**src/rtl/im_loader.sv**
```systemverilog
// im_loader: byte-stream writer that fills the 128-byte instruction memory
// Ports: clk/rstn (async active-low reset); start, base_addr, load_words request a load;
//   in_valid/in_data/in_ready host byte stream; wr_en/wr_addr/wr_data IM byte-write port;
//   cpu_hold stalls fetch, busy marks a load, done pulses at completion, err flags a bad checksum.
// Build option: define IM_LOADER_CHKSUM_EN to consume and check a trailing XOR checksum byte.
module im_loader #(
  parameter int ADDR_W    = 7,
  parameter int CNT_W     = 8,
  parameter int WORDS_MAX = 32
) (
  input  logic              clk,
  input  logic              rstn,
  input  logic              start,
  input  logic [ADDR_W-1:0] base_addr,
  input  logic [5:0]        load_words,
  input  logic              in_valid,
  input  logic [7:0]        in_data,
  output logic              in_ready,
  output logic              wr_en,
  output logic [ADDR_W-1:0] wr_addr,
  output logic [7:0]        wr_data,
  output logic              cpu_hold,
  output logic              busy,
  output logic              done,
  output logic              err
);
  if (2**CNT_W < 4*WORDS_MAX) begin : g_cnt_chk
    $error("im_loader: CNT_W too narrow for WORDS_MAX");
  end
  typedef enum logic [1:0] {IDLE, LOAD, CHK, DONE} state_t;
`ifdef IM_LOADER_CHKSUM_EN
  localparam state_t TAIL = CHK;
`else
  localparam state_t TAIL = DONE;
`endif
  state_t            state_q, state_d;
  logic [ADDR_W-1:0] ptr_q, ptr_d, wr_addr_q, wr_addr_d;
  logic [CNT_W-1:0]  cnt_q, cnt_d, tgt_q, tgt_d;
  logic [7:0]        wr_data_q, wr_data_d;
  logic              wr_en_q, wr_en_d, in_ready_q, in_ready_d, busy_q, busy_d, done_q, done_d;
  logic              acc;
`ifdef IM_LOADER_CHKSUM_EN
  logic [7:0]        sum_q, sum_d;
  logic              err_q, err_d;
`endif
  assign acc = in_valid && in_ready_q;
  always_comb begin
    state_d   = state_q;
    ptr_d     = ptr_q;
    cnt_d     = cnt_q;
    tgt_d     = tgt_q;
    wr_en_d   = 1'b0;
    wr_addr_d = wr_addr_q;
    wr_data_d = wr_data_q;
`ifdef IM_LOADER_CHKSUM_EN
    sum_d     = sum_q;
    err_d     = err_q;
`endif
    case (state_q)
      IDLE: if (start) begin
        ptr_d   = base_addr & ~ADDR_W'(3);
        tgt_d   = CNT_W'({load_words, 2'b00});
        cnt_d   = '0;
        state_d = (load_words == 6'd0) ? TAIL : LOAD;
`ifdef IM_LOADER_CHKSUM_EN
        sum_d   = 8'h00;
        err_d   = 1'b0;
`endif
      end
      LOAD: if (acc) begin
        wr_en_d   = 1'b1;
        wr_addr_d = ptr_q;
        wr_data_d = in_data;
        ptr_d     = ptr_q + ADDR_W'(1);
        cnt_d     = cnt_q + CNT_W'(1);
        state_d   = (cnt_q + CNT_W'(1) == tgt_q) ? TAIL : LOAD;
`ifdef IM_LOADER_CHKSUM_EN
        sum_d     = sum_q ^ in_data;
`endif
      end
`ifdef IM_LOADER_CHKSUM_EN
      CHK: if (acc) begin
        err_d   = in_data != sum_q;
        state_d = DONE;
      end
`endif
      DONE:    state_d = IDLE;
      default: state_d = IDLE;
    endcase
    // Outputs are registered from the next state so they line up with it.
    in_ready_d = (state_d == LOAD) || (state_d == CHK);
    busy_d     = state_d != IDLE;
    done_d     = state_d == DONE;
  end
  always_ff @(posedge clk or negedge rstn) begin
    if (!rstn) begin
      state_q    <= IDLE;
      ptr_q      <= '0;
      cnt_q      <= '0;
      tgt_q      <= '0;
      wr_en_q    <= 1'b0;
      wr_addr_q  <= '0;
      wr_data_q  <= '0;
      in_ready_q <= 1'b0;
      busy_q     <= 1'b0;
      done_q     <= 1'b0;
`ifdef IM_LOADER_CHKSUM_EN
      sum_q      <= '0;
      err_q      <= 1'b0;
`endif
    end else begin
      state_q    <= state_d;
      ptr_q      <= ptr_d;
      cnt_q      <= cnt_d;
      tgt_q      <= tgt_d;
      wr_en_q    <= wr_en_d;
      wr_addr_q  <= wr_addr_d;
      wr_data_q  <= wr_data_d;
      in_ready_q <= in_ready_d;
      busy_q     <= busy_d;
      done_q     <= done_d;
`ifdef IM_LOADER_CHKSUM_EN
      sum_q      <= sum_d;
      err_q      <= err_d;
`endif
    end
  end
  assign in_ready = in_ready_q;
  assign wr_en    = wr_en_q;
  assign wr_addr  = wr_addr_q;
  assign wr_data  = wr_data_q;
  assign busy     = busy_q;
  assign cpu_hold = busy_q;
  assign done     = done_q;
`ifdef IM_LOADER_CHKSUM_EN
  assign err      = err_q;
`else
  assign err      = 1'b0;
`endif
endmodule
```
**config.mk**
```make
export PLATFORM = sky130hd
export DESIGN_NAME = im_loader
export DESIGN_NICKNAME = d
export VERILOG_FILES = /design/src/rtl/im_loader.sv
export SDC_FILE = /design/constraint.sdc
export NUM_CORES = 1
export LEC_CHECK = 0
export CORE_MARGIN = 2
export CORE_UTILIZATION = 44
export CTS_CLUSTER_DIAMETER = 40
export DETAILED_ROUTE_END_ITERATION = 7
export PLACE_DENSITY = 0.75
export SLEW_MARGIN = 30
export SYNTH_ARGS = -nofsm -noshare
export SYNTH_HDL_FRONTEND = slang
export SYNTH_SLANG_ARGS = --single-unit
```
**constraint.sdc**
```tcl
create_clock -name clk -period 1.8 [get_ports clk]
set_input_delay 0.18 -clock clk [delete_from_list [all_inputs] [get_ports clk]]
set_output_delay 0.18 -clock clk [all_outputs]
set_load 0.1 [all_outputs]
```
==> results.py <==
metrics = {
    "status": {
        "outcome": "complete, but fails checks",
        "violations": "setup timing",
    },
    "die": {
        "fp.dieH_um": 70.7,
        "fp-row-count": 24,
        "die_w_um": 70.7,
        "core-area_um2": 4320,
        "die-area_um2": 5000,
        "io_pins": 46,
        "start_util_pct": 45.3,
    },
    "place": {
        "place_hpwl_mm": 2.92,
        "portBuffers": 42,
        "post_dp_cell_area_um2": 2510,
        "gp_congestion": 0.745,
        "dpl_worst_slack_ns": -0.0737,
    },
    "clocking": {
        "cts_buffers": 5,
        "cts_sinks": 42,
        "cts_tree": "built",
        "clkTransAtPathRegs_ns": 0.08,
        "clock_latency_ns": 0.29,
        "clk_path_buf_depth": 2,
        "cts.htree.levels": 2,
        "cts-root-buf": "clkbuf_8",
    },
    "timing": {
        "timing.slew.headroom_pct": 65.1,
        "worstMarginPinSlew_ns": 0.523,
        "finClkSkew_ns": 0.00342,
        "finalSetupViolCount": 1,
        "hold_viol_final": 0,
        "slew_viol_final": 0,
        "grt_setup_unrepaired": "true",
        "finalCritPeriodShare_pct": 103,
        "fmax_ghz": 0.539,
        "layout_setup_ws_ns": -0.0543,
        "period_needed_ns": 1.85,
    },
    "cells_and_area": {
        "syn_to_final_growth_pct": 36.7,
        "mostFrequentLayoutCells": "nand2_1 (58), dfrtp_1 (40), buf_4 (38)",
        "fin_area_um2": 2680,
        "antenna_cells": 0,
        "nFillCells": 388,
        "layout.nets": 296,
        "drive_above_1_share_pct": 26.5,
        "final_common_cell": "nand2_1",
    },
    "drt": {
        "first_pass_iters": 4,
        "drt_iter0_markers": 116,
        "wire_per_inst_um": 13.0,
        "viasPerCell": 5.08,
        "via_count": 1626,
        "ant_nets": 0,
        "drc_errors": 0,
        "drt_wl_total_mm": 4.16,
    },
    "worst_setup_path": {
        "start_kind": "flip-flop",
        "crit_path_end_kind": "flip-flop",
        "reg2reg_depth": 7,
        "cp_max_fo": 2,
        "crit_required_ns": 2.04,
        "worst_ep_arrival_time_ns": 2.09,
        "path_class": "reg -> reg",
    },
    "pwr": {
        "vdd_ir_drop_max_v": 0.000773,
        "p_per_area_nw_per_um2": 1600,
        "total_leakage_power_nw": 1.22,
    },
    "logic_synthesis": {
        "synth_cell_type_count": 39,
        "synth.yosys.warnings": 0,
        "synth_seq_cells": 42,
        "syn_nets": 235,
        "synth_top_area_share_pct": 53.7,
        "yosys.area.top_type": "dfrtp_1",
        "synth_edf_count": 0,
        "netlist_area_um2": 1960,
        "synth_top_flop_cell": "dfrtp_1",
        "async_flop_share_pct": 100,
        "postSynthAreaPerCell_um2": 9.51,
        "synthTopCellsByArea": "dfrtp_1 (54%), nand2_1 (11%), o21ai_0 (3.6%)",
        "seq_area_frac_synth_pct": 53.7,
        "synth_cells": 206,
    },
    "grt": {
        "grt_pass1_vias": 1624,
        "antenna_found_initial": 0,
        "grt_max_degree": 24,
        "grt_first_pass_wirelength_mm": 7.10,
        "grt_overflow": 0,
        "grt_use_total_pct": 17.7,
    },
    "min_path": {
        "hp-class": "in -> async",
    },
    "job": {
        "max_cap_viol_count": 0,
    },
}
per-stage QoR:
step                std cells  hold WS (ns)  power [W]  setup TNS, ns  util, %
floorplan                 206        -0.116    0.00296        -0.0261        -
CTS                       319         0.401    0.00422        -0.0744     60.5
finish                    320         0.388    0.00428        -0.0543     61.9
detailed placement        310         0.190    0.00357        -0.0868     58.0
global route              320         0.416    0.00454         -0.204     61.9
global placement          310         0.184    0.00351        -0.0529     58.0
cell families after synthesis:
| kind of cell | Yosys count | synth area share (%) |
|---|---|---|
| AND/OR/NAND/NOR | 96 | 22.1 |
| multiplexers | 6 | 3.45 |
| adder cells (fa/ha/maj) | 4 | 2.56 |
| flip-flops | 42 | 53.7 |
| XOR/XNOR | 8 | 3.58 |
| other | 1 | 0.192 |
| buffers and inverters | 15 | 3.71 |
| AO/OA/AOI/OAI | 34 | 10.7 |
where the power goes:
| part | switching (W) | leakage [nW] | internal [W] |
|---|---|---|---|
| clock network | 0.000320 | 0.0482 | 0.000310 |
| registers | 0.000300 | 0.513 | 0.00126 |
| logic | 0.00138 | 0.654 | 0.000704 |
| total | 0.00200 | 1.22 | 0.00227 |
registers in the layout (all words and copies together), names as in the netlist, 2 cells and up:
| name | flops |
|---|---|
| ptr_q | 7 |
| state_q | 2 |
| wr_addr | 7 |
| tgt_q | 6 |
| wr_data | 8 |
| cnt_q | 8 |
critical path: stages (launching register included):
cell and delay, ns:
dfrtp_1 0.42, ha_4 0.19, nand3_4 0.06, xor2_2 0.18
xnor2_1 0.10, a2111o_1 0.37, o21a_1 0.21, ha_4 0.26
worst paths after layout:
path	start	endpoint	slack [ns]
worst max-delay path	cnt_q[0]$_DFFE_PN0P_	in_ready$_DFF_PN0_	-0.05
worst min-delay path	rstn	ptr_q[4]$_DFFE_PN0P_	0.39
worst max register to register	cnt_q[0]$_DFFE_PN0P_	in_ready$_DFF_PN0_	-0.05
worst min register to register	wr_data[5]$_DFFE_PN0P_	wr_data[5]$_DFFE_PN0P_	0.48
max in group asynchronous	rstn	cnt_q[2]$_DFFE_PN0P_	0.85
min in group clk	in_data[4]	wr_data[4]$_DFFE_PN0P_	0.41
what timing repair did:
action	CTS	global route
endpoints found under the hold margin	21	0
gates resized for setup	1	14
endpoints found under the setup margin	3	11
buffers inserted	0	1
hold buffers	1	0
pin swaps	0	2
per-layer routing:
layer | global-route usage, % | share of wire (%) | vias to the layer above
li1 | - | - | 812
met1 | 21.4 | 44 | 776
met2 | 31.3 | 50 | 31
met3 | 4.70 | 4.4 | 7
met4 | 5.03 | 1.2 | 0
met5 | 0 | 0 | -
cell type report:
| cell class | count | area (µm²) | area share [%] |
|---|---|---|---|
| well taps | 52 | 65.1 | 2.43 |
| inverters | 5 | 18.8 | 0.701 |
| multi-input cells | 149 | 901 | 33.7 |
| clock inverters | 1 | 5.00 | 0.187 |
| repair buffers | 64 | 544 | 20.3 |
| flip-flops and latches | 42 | 1060 | 39.5 |
| clock buffers | 7 | 86.3 | 3.23 |
cell usage after synthesis (all sizes together) (2+ instances only):
cell,number
o31ai,2
nor2,14
nor3,2
buf,7
ha,4
nor3b,2
nor4,3
mux2,6
clkbuf,3
nand3,8
inv,5
o21a,2
xnor2,7
nand2,58
dfrtp,42
o22a,2
and3,2
o21ai,15
a21oi,5
a31oi,3
No activity file was read; power rests on OpenSTA's default activity.
